$ cat config.mk
export PLATFORM = sky130hd
export DESIGN_NAME = eth_tx_hdr_inserter
export DESIGN_NICKNAME = d
export VERILOG_FILES = /design/src/rtl/eth_tx_hdr_inserter.sv
export SDC_FILE = /design/constraint.sdc
export NUM_CORES = 1
export LEC_CHECK = 0
export CAP_MARGIN = 20
export CORE_ASPECT_RATIO = 0.9
export CORE_MARGIN = 3
export CORE_UTILIZATION = 42
export DETAILED_ROUTE_END_ITERATION = 10
export PLACE_DENSITY = 0.77
export SLEW_MARGIN = 10
export SYNTH_ARGS = -nofsm -noshare
export SYNTH_HDL_FRONTEND = slang
export SYNTH_SLANG_ARGS = --single-unit
$ cat constraint.sdc
create_clock -name clk_i -period 1.8 [get_ports clk_i]
set_clock_uncertainty 0.2 [all_clocks]
set_input_delay 0.18 -clock clk_i [delete_from_list [all_inputs] [get_ports clk_i]]
set_output_delay 0.18 -clock clk_i [all_outputs]
set_load 0.02 [all_outputs]
$ cat src/rtl/eth_tx_hdr_inserter.sv
// eth_tx_hdr_inserter: prepends a 14-byte Ethernet L2 header (dst MAC, src MAC, EtherType) to a 64-bit AXI-Stream payload
// Ports:
//   clk_i, rst_ni                       clock, asynchronous active-low reset
//   en_i                                allows a new frame to start (sampled only in IDLE)
//   dst_mac_i, src_mac_i, ethertype_i   header fields, MSB byte sent first, latched at frame start
//   in_t*_i, in_tready_o                payload stream
//   out_t*_o, out_tready_i              framed stream (tstrb mirrors tkeep, tid/tdest tied 0)
//   busy_o                              high while a frame is in progress
//   frame_cnt_o                         wrapping count of completed frames
module eth_tx_hdr_inserter #(
  parameter int unsigned DataWidth = 64,
  parameter int unsigned UserWidth = 1
) (
  input  logic                   clk_i,
  input  logic                   rst_ni,
  input  logic                   en_i,
  input  logic [47:0]            dst_mac_i,
  input  logic [47:0]            src_mac_i,
  input  logic [15:0]            ethertype_i,
  input  logic [DataWidth-1:0]   in_tdata_i,
  input  logic [DataWidth/8-1:0] in_tkeep_i,
  input  logic                   in_tlast_i,
  input  logic [UserWidth-1:0]   in_tuser_i,
  input  logic                   in_tvalid_i,
  output logic                   in_tready_o,
  output logic [DataWidth-1:0]   out_tdata_o,
  output logic [DataWidth/8-1:0] out_tstrb_o,
  output logic [DataWidth/8-1:0] out_tkeep_o,
  output logic                   out_tlast_o,
  output logic                   out_tid_o,
  output logic                   out_tdest_o,
  output logic [UserWidth-1:0]   out_tuser_o,
  output logic                   out_tvalid_o,
  input  logic                   out_tready_i,
  output logic                   busy_o,
  output logic [15:0]            frame_cnt_o
);
  if (DataWidth != 64) begin : g_width_check
    $error("eth_tx_hdr_inserter: DataWidth must be 64");
  end
  typedef enum logic [2:0] {IDLE, HDR0, HDR1, STREAM, FLUSH} state_e;
  state_e               state_q, state_d;
  logic [111:0]         hdr_q, hdr_d;
  logic [47:0]          carry_q, carry_d;
  logic [5:0]           ckeep_q, ckeep_d;
  logic [UserWidth-1:0] cuser_q, cuser_d;
  logic [15:0]          cnt_q, cnt_d;
  logic [63:0]          hdr0_w;
  logic [47:0]          hdr1_w;
  logic                 pass, hs_in, short_last;
  // hdr_q holds {dst, src, type}; its MSB byte goes out first, so beats are byte-reversed into lanes
  always_comb begin
    hdr0_w = '0;
    hdr1_w = '0;
    for (int i = 0; i < 8; i++) hdr0_w[8*i +: 8] = hdr_q[111-8*i -: 8];
    for (int i = 0; i < 6; i++) hdr1_w[8*i +: 8] = hdr_q[47-8*i -: 8];
  end
  // HDR1/STREAM pass the input handshake straight through; a last beat with at most
  // two bytes (lane 2 empty) fits entirely after the six carried/header lanes
  always_comb begin
    pass         = state_q == HDR1 || state_q == STREAM;
    short_last   = in_tlast_i && !in_tkeep_i[2];
    hs_in        = pass && in_tvalid_i && out_tready_i;
    in_tready_o  = pass && out_tready_i;
    out_tvalid_o = pass ? in_tvalid_i : (state_q == HDR0 || state_q == FLUSH);
    out_tdata_o  = state_q == HDR0   ? hdr0_w :
                   state_q == HDR1   ? {in_tdata_i[15:0], hdr1_w} :
                   state_q == STREAM ? {in_tdata_i[15:0], carry_q} :
                   state_q == FLUSH  ? {16'h0, carry_q} : '0;
    out_tkeep_o  = state_q == HDR0  ? 8'hFF :
                   pass             ? (short_last ? {in_tkeep_i[1:0], 6'h3F} : 8'hFF) :
                   state_q == FLUSH ? {2'b00, ckeep_q} : 8'h00;
    out_tlast_o  = pass ? short_last : state_q == FLUSH;
    out_tuser_o  = pass ? in_tuser_i : state_q == FLUSH ? cuser_q : '0;
    out_tstrb_o  = out_tkeep_o;
    out_tid_o    = 1'b0;
    out_tdest_o  = 1'b0;
    busy_o       = state_q != IDLE;
    frame_cnt_o  = cnt_q;
  end
  always_comb begin
    state_d = state_q;
    hdr_d   = hdr_q;
    carry_d = carry_q;
    ckeep_d = ckeep_q;
    cuser_d = cuser_q;
    cnt_d   = cnt_q;
    if (state_q == IDLE && en_i && in_tvalid_i) begin
      hdr_d   = {dst_mac_i, src_mac_i, ethertype_i};
      state_d = HDR0;
    end
    if (state_q == HDR0 && out_tready_i) state_d = HDR1;
    if (hs_in) begin
      carry_d = in_tdata_i[63:16];
      cuser_d = in_tuser_i;
      ckeep_d = in_tkeep_i[7:2];
      state_d = !in_tlast_i ? STREAM : short_last ? IDLE : FLUSH;
    end
    if (state_q == FLUSH && out_tready_i) state_d = IDLE;
    cnt_d = ((hs_in && short_last) || (state_q == FLUSH && out_tready_i)) ? cnt_q + 16'd1 : cnt_q;
  end
  always_ff @(posedge clk_i or negedge rst_ni) begin
    if (!rst_ni) begin
      state_q <= IDLE;
      hdr_q   <= '0;
      carry_q <= '0;
      ckeep_q <= '0;
      cuser_q <= '0;
      cnt_q   <= '0;
    end else begin
      state_q <= state_d;
      hdr_q   <= hdr_d;
      carry_q <= carry_d;
      ckeep_q <= ckeep_d;
      cuser_q <= cuser_d;
      cnt_q   <= cnt_d;
    end
  end
endmodule

==> results.sh <==
export IMPL_drcViolationCount=0
export IMPL_grt_max_degree=47
export IMPL_via_per_inst=5.31
export IMPL_gp_congestion=0.773
export IMPL_fmax_ghz=0.428
export IMPL_synth_distinct_cells=33
export IMPL_finalNonFillerCells=1382
export IMPL_holdWs_ns=0.0677
export IMPL_cts_sinks=186
export IMPL_violations="negative setup slack"
export IMPL_syn_area_per_cell_um2=12.6
export IMPL_ys_warn_count=0
export IMPL_powerDensity_nw_per_um2=1770
export IMPL_finalWirelength_um=30500
export IMPL_dp_cells=1294
export IMPL_synth_seq_cells=186
export IMPL_clock_root_buffer="clkbuf_16"
export IMPL_place_worst_setup_slack_ns=-0.576
export IMPL_grt_pass1_wl_um=44600
export IMPL_via_count=7341
export IMPL_clk_latency_ns=0.42
export IMPL_hold_class="in2async"
export IMPL_slew_violations=0
export IMPL_ant_nets=0
export IMPL_finalCritPeriodShare_pct=130
export IMPL_synth_top_area_share_pct=52.2
export IMPL_antenna_found_initial=1
export IMPL_dpl_hpwl_um=18400
export IMPL_design_area_um2=15000
export IMPL_grt_pass1_vias=7792
export IMPL_initial_core_util_pct=43.7
export IMPL_rsz0062_at_grt="true"
export IMPL_synth_area_leader_cell="dfrtp_1"
export IMPL_final_util_pct=73.4
export IMPL_min_period_ns=2.34
export IMPL_setup_ws_ns=-0.538
export IMPL_grt_ovfl_total=0
export IMPL_synthTopCellsByArea="dfrtp_1, mux2_2, a22oi_1, o21ai_0, nand2_1"
export IMPL_cts_inserted_buffers=17
export IMPL_track_usage_pct=24.9
export IMPL_ys_seq_area_share_pct=52.2
export IMPL_finalSetupViolCount=268
export IMPL_syn_area_um2=8910
export IMPL_die_w_um=160
export IMPL_cp_end_kind="primary output"
export IMPL_crit_fanout=7
export IMPL_status="finished, violations left"
export IMPL_drt_iter0_drc=434
export IMPL_maxCapViolations=0
export IMPL_die_area_um2=23000
export IMPL_syn_to_final_growth_pct=68.2
export IMPL_place_area_um2=12800
export IMPL_cp_required_ns=1.42
export IMPL_startpoint_type="flop"
export IMPL_vdd_drop_max_mv=0.951
export IMPL_synth_cells=709
export IMPL_layout_drive_gt1_share_pct=52.5
export IMPL_cts_tree="built"
export IMPL_setup_worst_path_class="reg2out"
export IMPL_p_leak_nw=6.91
export IMPL_first_pass_iters=4
export IMPL_wl_per_cell_um=22.1
export IMPL_die_h_um=144
export IMPL_final_nets=1277
export IMPL_ctsHtreeMaxLevel=4
export IMPL_core_area_um2=20400
export IMPL_pin_count=294
export IMPL_path_clk_slew_ns=0.07
export IMPL_portBuffers=291
export IMPL_n_fill_cell=1332
export IMPL_fp_row_count=49
export IMPL_arrival_ns=1.96
export IMPL_hold_viol_final=0
export IMPL_cts_buffer_depth=2
-- cell type report --
class                           count  area [µm²]  area share [%]
Tap cell                          280         350            2.34
Clock buffer                       20         437            2.91
Timing Repair Buffer              420        4670            31.2
Inverter                            1        3.75          0.0250
Antenna cell                        4        10.0          0.0668
Multi-Input combinational cell    459        4670            31.2
Sequential cell                   186        4660            31.1
Clock inverter                     12         184            1.23
-- what timing repair did --
item	in CTS	in global routing
hold endpoints to repair	186	0
pin swaps	30	24
setup buffers	14	18
gates resized for setup	582	111
setup endpoints to repair	284	285
hold buffers	1	0
gates cloned	14	9
-- cell usage in the layout (no fill, tap or decap), types with 3 or more instances in the layout --
cell and count:
dlymetal6s2s_1 16, o21ai_4 6, o21ai_1 22, a22oi_2 31, bufinv_16 4, nor2b_4 5, buf_16 9, buf_2 9
nand4_1 6, mux2_2 198, dfrtp_1 183, dfrtp_2 3, nand2_2 6, a22o_1 18, a21oi_1 3, o21ai_2 24
and3_1 4, buf_12 25, diode_2 4, nand2_1 24, buf_6 82, inv_6 4, nand3_4 3, a22oi_1 17
clkbuf_1 3, clkdlybuf4s50_1 189, xnor2_1 13, buf_8 4, nand2_4 21, mux2_4 19, a21o_1 4, buf_4 76
clkbuf_16 24
-- worst max-delay path: stages (launching register included) --
cell,delay [ns]
dfrtp_2,0.45
buf_6,0.15
nor3b_4,0.18
buf_6,0.16
buf_6,0.13
buf_12,0.15
a22o_1,0.19
buf_6,0.13
-- metrics by stage --
| step | setup TNS (ns) | total power, W |
|---|---|---|
| after floorplan | -0.0640 | 0.0144 |
| after global placement | -81.31 | 0.0195 |
| after detailed placement | -84.70 | 0.0198 |
| after CTS | -74.96 | 0.0253 |
| after global routing | -101.52 | 0.0278 |
| final | -80.91 | 0.0265 |
-- state kept, by name, indices dropped and copies added (netlist names) --
| signal | count |
|---|---|
| carry_q | 48 |
| ckeep_q | 6 |
| cuser_q | 1 |
| frame_cnt_o | 16 |
| hdr_q | 112 |
| state_q | 3 |
-- power breakdown --
part	switching [W]	leakage (nW)	internal, W
clock network	0.00167	0.296	0.00235
logic	0.00677	4.36	0.00826
registers	0.00127	2.25	0.00614
total	0.00972	6.91	0.0167
-- routing by layer --
layer	wire length, µm	vias to the layer above	GRT usage (%)	part of all wire, %
met5	0	-	0	0
met4	419	0	5.85	1.4
met3	1840	26	6.82	6.0
met2	15300	212	42.9	50
met1	13000	3766	31.7	42
li1	-	3337	-	-
-- synth_stat cells --
| master | number |
|---|---|
| mux2_2 | 217 |
| dfrtp_1 | 186 |
| o21ai_0 | 53 |
| nand2_1 | 52 |
| a22oi_1 | 48 |
| buf_2 | 34 |
| a22o_1 | 18 |
| clkbuf_1 | 15 |
| xnor2_1 | 14 |
| buf_4 | 10 |
| nand3_1 | 7 |
| a21o_1 | 6 |
| nand4_1 | 6 |
| buf_1 | 5 |
| nor2b_1 | 5 |
| a21oi_1 | 4 |
| and3_1 | 4 |
| nand2b_1 | 4 |
| and2_1 | 3 |
| nor2_1 | 3 |
| and4_1 | 2 |
| nand4b_1 | 2 |
| a31oi_1 | 1 |
| a41oi_1 | 1 |
| conb_1 | 1 |
| ha_1 | 1 |
| inv_1 | 1 |
| nor3b_1 | 1 |
| o2bb2ai_2 | 1 |
| o32ai_4 | 1 |
| or3_1 | 1 |
| or3b_1 | 1 |
| xor2_1 | 1 |
-- logic make-up after synthesis --
| kind of cell | count (synthesis) | synth area share (%) |
|---|---|---|
| and+or+nand+nor | 91 | 4.90 |
| buffers and inverters | 65 | 3.64 |
| xor gates and xnor gates | 15 | 1.47 |
| adders and majority gates | 1 | 0.140 |
| other | 1 | 0.0421 |
| AOI/OAI and AO/OA | 133 | 10.2 |
| muxes | 217 | 27.4 |
| DFF | 186 | 52.2 |
-- worst paths after layout --
| check | from | endpoint | slack (ns) | cells after the start |
|---|---|---|---|---|
| worst max-delay path | state_q[1]$_DFFE_PN0P_ | out_tuser_o | -0.54 | 7 |
| worst min-delay path | rst_ni | hdr_q[29]$_DFFE_PN0P_ | 0.07 | 2 |
| worst max register to register | state_q[1]$_DFFE_PN0P_ | frame_cnt_o[11]$_DFFE_PN0P_ | -0.49 | 9 |
| worst min register to register | frame_cnt_o[15]$_DFFE_PN0P_ | frame_cnt_o[15]$_DFFE_PN0P_ | 0.27 | 1 |
| max in group asynchronous | rst_ni | state_q[2]$_DFFE_PN0P_ | 0.72 | 3 |
| min in group clk_i | src_mac_i[40] | hdr_q[56]$_DFFE_PN0P_ | 0.16 | 2 |
Power figures use the tool's default switching activity.
==> RTL change 1, RTL diff (config.mk and constraints unchanged) <==
The 5 states of `state_e` get a one-hot encoding in 5 bits.
--- a/src/rtl/eth_tx_hdr_inserter.sv
+++ b/src/rtl/eth_tx_hdr_inserter.sv
@@ -38,7 +38,7 @@
   if (DataWidth != 64) begin : g_width_check
     $error("eth_tx_hdr_inserter: DataWidth must be 64");
   end
-  typedef enum logic [2:0] {IDLE, HDR0, HDR1, STREAM, FLUSH} state_e;
+  typedef enum logic [4:0] {IDLE = 5'b00001, HDR0 = 5'b00010, HDR1 = 5'b00100, STREAM = 5'b01000, FLUSH = 5'b10000} state_e;
   state_e               state_q, state_d;
   logic [111:0]         hdr_q, hdr_d;
   logic [47:0]          carry_q, carry_d;
Formal check against the unedited RTL: same outputs for any inputs over 10 cycles, from zero or initial values and one cycle with rst_ni low; not proved beyond that.
==> RTL change 1 against the original RTL <==
- routed wire length shrank 4.7%
- design area shrank 4.6%
- the flow still finishes with violations (setup timing)
- critical path type unchanged
- power shrank 21%
- worst setup slack lost 0.25 ns
- sequential cell count grew 2
- count of clock-buffer cells in the layout shrank 2
- synthesized area shrank 2.4%
- critical endpoint is now out_tdata_o[0]
==> RTL change 1: results (changes against the original RTL) <==
Status
  – Outcome: finished with violations (unchanged)
  – Failing checks: setup timing (unchanged)

Setup path
  – CP delay by family, top: flip-flops (was buffers and inverters)
  – Data arrival, critical path: 2.21 ns (was 1.96 ns)
  – Crit path launch: state_q[0] (was state_q[1])
  – Critical Path Fanout Max: 16 (was 7)

Cells and area
  – Buffers, non-clock: 417 (was 420)
  – Non-Clock Buffer Area Fraction: 32.4% (was 31.2%)
  – Nets@finish: 1198 (was 1277)
  – Multi-input logic cell count: 328 (was 459)
  – Seq/total area: 33.0% (was 31.1%)
  – Share of cell area taken by multi-input logic gates: 27.0% (was 31.2%)
  – Footprint of the multi-input gates: 3860 um^2 (was 4670 um^2)
  – Seq_cells: 188 (was 186)
  – Fill count: 1388 (was 1332)
  – Clock buffers: 18 (was 20)
  – Non-Clock Inverter Count: 54 (was 1)
  – Layout cells sized above 1: 46.8% (was 52.5%)

GRT
  – First-pass GRT wire length: 38.7 mm (was 44.6 mm)
  – Largest net degree at the start of global routing: 54 (was 47)
  – Initial antenna violation count: 3 (was 1)
  – Met3 Use GR: 5.32% (was 6.82%)
  – Met1 GRT Util: 28.2% (was 31.7%)
  – Vias in the first global route: 6950 (was 7792)
  – All-layer global routing usage: 22.1% (was 24.9%)

Pwr
  – Combinational power share: 48.1% (was 56.8%)
  – Clock Power Share: 17.3% (was 15.2%)
  – Sw Ratio: 35.1% (was 36.7%)
  – Leak Pwr: 7.28 nW (was 6.91 nW)
  – P_seq: 7.25 mW (was 7.41 mW)
  – Peak supply drop: 0.748 mV (was 0.951 mV)

STA
  – Finish-stage setup viols: 273 (was 268)
  – Total Neg Setup Slack: -137.17 ns (was -80.91 ns)
  – Worst setup margin: -0.789 ns (was -0.538 ns)

Synthesis
  – Sequential fraction of the synthesis area: 54.1% (was 52.2%)
  – Top cells by area, synth: dfrtp_1, mux2_2, mux2_4, a222oi_1, inv_1 (was dfrtp_1, mux2_2, a22oi_1, o21ai_0, nand2_1)
  – YS warnings: 0 (unchanged)
  – Yosys cell types: 41 (was 33)
  – Synth Instances: 623 (was 709)
  – Synth cell count leaders: dfrtp_1, mux2_2, mux2_4, inv_1, a222oi_1 (was mux2_2, dfrtp_1, o21ai_0, nand2_1, a22oi_1)

Route
  – Routed wl met3: 1.84 mm (about the same)
  – Drt total wl: 29.1 mm (was 30.5 mm)
  – WL met2: 14.4 mm (was 15.3 mm)
  – DRT Pass-1 Iters: 6 (was 4)
  – Post-DR wirelength/cell: 22.8 um (was 22.1 um)
  – Met1 Routed Length: 12.2 mm (was 13.0 mm)
  – DR iter-0 viols: 565 (was 434)
  – Via count: 6879 (was 7341)

Clock tree
  – Clock Path Buffers: 2 (unchanged)
  – Setup Buffers After CTS: 10 (was 14)
  – Hold buffers post-CTS: 1 (unchanged)
  – Post-cts gate resize count: 407 (was 582)

Placed design
  – RD Place Congestion: 0.834 (was 0.773)
  – Pre-CTS WS: -0.716 ns (was -0.576 ns)
  – DPL Wire Length: 17.9 mm (was 18.4 mm)
  – Placed cell area: 12500 um^2 (was 12800 um^2)

Die
  – Core area: 20200 um^2 (was 20400 um^2)
[RTL change 1: changes by cell type after synthesis, moves of 11 or more]
cell / delta
nand2_1: -39
xor2_1: +11
o21ai_0: -48
inv_1: +53
mux2_2: -107
a222oi_1: +48
mux2_4: +58
a22oi_1: -47
[RTL change 1: final timing paths]
path	to	slack, ns	cells after the start
min	frame_cnt_o[10]	0.08	2
max in group asynchronous	state_q[0]	0.67	3
max reg2reg	hdr_q[78]	-0.58	9
max	out_tdata_o[0]	-0.79	6
min in group clk_i	carry_q[29]	0.16	2
min reg2reg	frame_cnt_o[15]	0.27	1
[RTL change 1: cells by family (layout without fill, tap and decap cells)]
kind of cell / Yosys count / count (layout) / share of synthesized area (%)
compound gates: 93 / 93 / 9.74
xor+xnor: 17 / 17 / 1.93
fa+ha+maj: 1 / 1 / 0.144
buf+inv: 109 / 502 / 6.26
flops: 188 / 188 / 54.1
mux: 168 / 168 / 24.2
other cells: 1 / 6 / 0.0431
simple gates: 46 / 47 / 3.55
==> RTL change 2, RTL diff (same settings) <==
Without the edit above. Make the reset (`rst_ni`) synchronous in one clocked block. Comments in the files are not updated.
--- a/src/rtl/eth_tx_hdr_inserter.sv
+++ b/src/rtl/eth_tx_hdr_inserter.sv
@@ -99,7 +99,7 @@
     if (state_q == FLUSH && out_tready_i) state_d = IDLE;
     cnt_d = ((hs_in && short_last) || (state_q == FLUSH && out_tready_i)) ? cnt_q + 16'd1 : cnt_q;
   end
-  always_ff @(posedge clk_i or negedge rst_ni) begin
+  always_ff @(posedge clk_i) begin
     if (!rst_ni) begin
       state_q <= IDLE;
       hdr_q   <= '0;
Check against the original RTL: differs if rst_ni is asserted again (counterexample within 4 cycles, from zero or initial values and one cycle with rst_ni low); with rst_ni held inactive, the same outputs for 10 cycles.
==> RTL change 2 against the original RTL <==
- routed wire length is 7.0% higher
- highest routed layer unchanged
- hold slack better by 0.020 ns
- synthesized area is 5.2% lower
- sequential cell count is the same
- the run still ends with setup timing left
- worst setup slack worse by 0.0041 ns
- global-route usage rose by 1.3 points
- design area is 8.0% lower
- register-to-register slack gained 0.06 ns
Power is not compared: it rests on default switching activity, and its combinational part moved more than twofold at a synthesized area within 25%.
==> RTL change 2: results (changes against the original RTL) <==
Status
  – Failing checks: setup timing (unchanged)
  – Outcome: finished with violations (unchanged)

Cells and area
  – Share of cell area taken by multi-input logic gates: 34.6% (was 31.2%)
  – Antenna cells: 1 (was 4)
  – Clock-cell share: 4.56% (was 4.14%)
  – Layout Area Growth over Synthesis: 63.2% (was 68.2%)
  – Fill count: 1539 (was 1332)

Setup path
  – R2R depth: 6 (was 9)
  – Largest stage delay on the critical path: 0.37 ns (was 0.45 ns)
  – Critical Path Fanout Max: 6 (was 7)

Synthesis
  – Share of synthesized cell area in full adder, half adder and majority cells: 0.148% (was 0.140%)
  – Complex-gate fraction of the synthesized area: 21.9% (was 10.2%)
  – Mux contribution to synthesized area: 6.74% (was 27.4%)
  – Synth cell count leaders: nand2_1, dfxtp_1, a21oi_1, clkbuf_1, o21ai_0 (was mux2_2, dfrtp_1, o21ai_0, nand2_1, a22oi_1)
  – Top cells by area, synth: dfxtp_1, nand2_1, a21oi_1, mux2_2, a22oi_1 (was dfrtp_1, mux2_2, a22oi_1, o21ai_0, nand2_1)

STA
  – Total Neg Setup Slack: -57.06 ns (was -80.91 ns)
  – Hold Slack: 0.0879 ns (was 0.0677 ns)
  – Finish-stage setup viols: 287 (was 268)
  – Worst setup margin: -0.542 ns (was -0.538 ns)

GRT
  – First-pass GRT wire length: 46.5 mm (was 44.6 mm)
  – Grt met2 use: 42.8% (was 42.9%)
  – All-layer global routing usage: 26.2% (was 24.9%)
  – Vias in the first global route: 8856 (was 7792)
  – Largest net degree at the start of global routing: 54 (was 47)

Placed design
  – RD Place Congestion: 0.849 (was 0.773)
  – Placed cell area: 12300 um^2 (was 12800 um^2)

Route
  – Routed wl met3: 2.72 mm (was 1.84 mm)

Worst hold path
  – Hold crit path type: input pin to flop (was input pin to async pin)
RTL change 2: cell count changes after synthesis, sizes merged, moves of 4 or more:
cell | before | now
a21oi | 4 | 182
or4 | 0 | 8
buf | 49 | 25
mux2 | 217 | 47
xnor2 | 14 | 0
mux2i | 0 | 4
inv | 1 | 8
nand2 | 52 | 392
dfrtp | 186 | 0
dfxtp | 0 | 186
or3 | 1 | 5
clkbuf | 15 | 79
o31ai | 0 | 7
RTL change 2: how the worst max path moves through the flow:
stage,endpoint,startpoint,cells after the start
2_1_floorplan,frame_cnt_o[6],state_q[0],6
3_3_place_gp,out_tstrb_o[5],state_q[0],4
3_5_place_dp,out_tkeep_o[5],state_q[0],4
4_1_cts,out_tdata_o[5],state_q[0],5
5_1_grt,out_tdata_o[33],state_q[1],7
6_report,out_tdata_o[33],state_q[0],7
RTL change 2: what timing repair did:
action / in CTS / in global routing
gates cloned: 2 / 15
endpoints found under the setup margin: 287 / 287
gates resized for setup: 248 / 299
pin swaps: 5 / 37
buffers inserted: 2 / 11
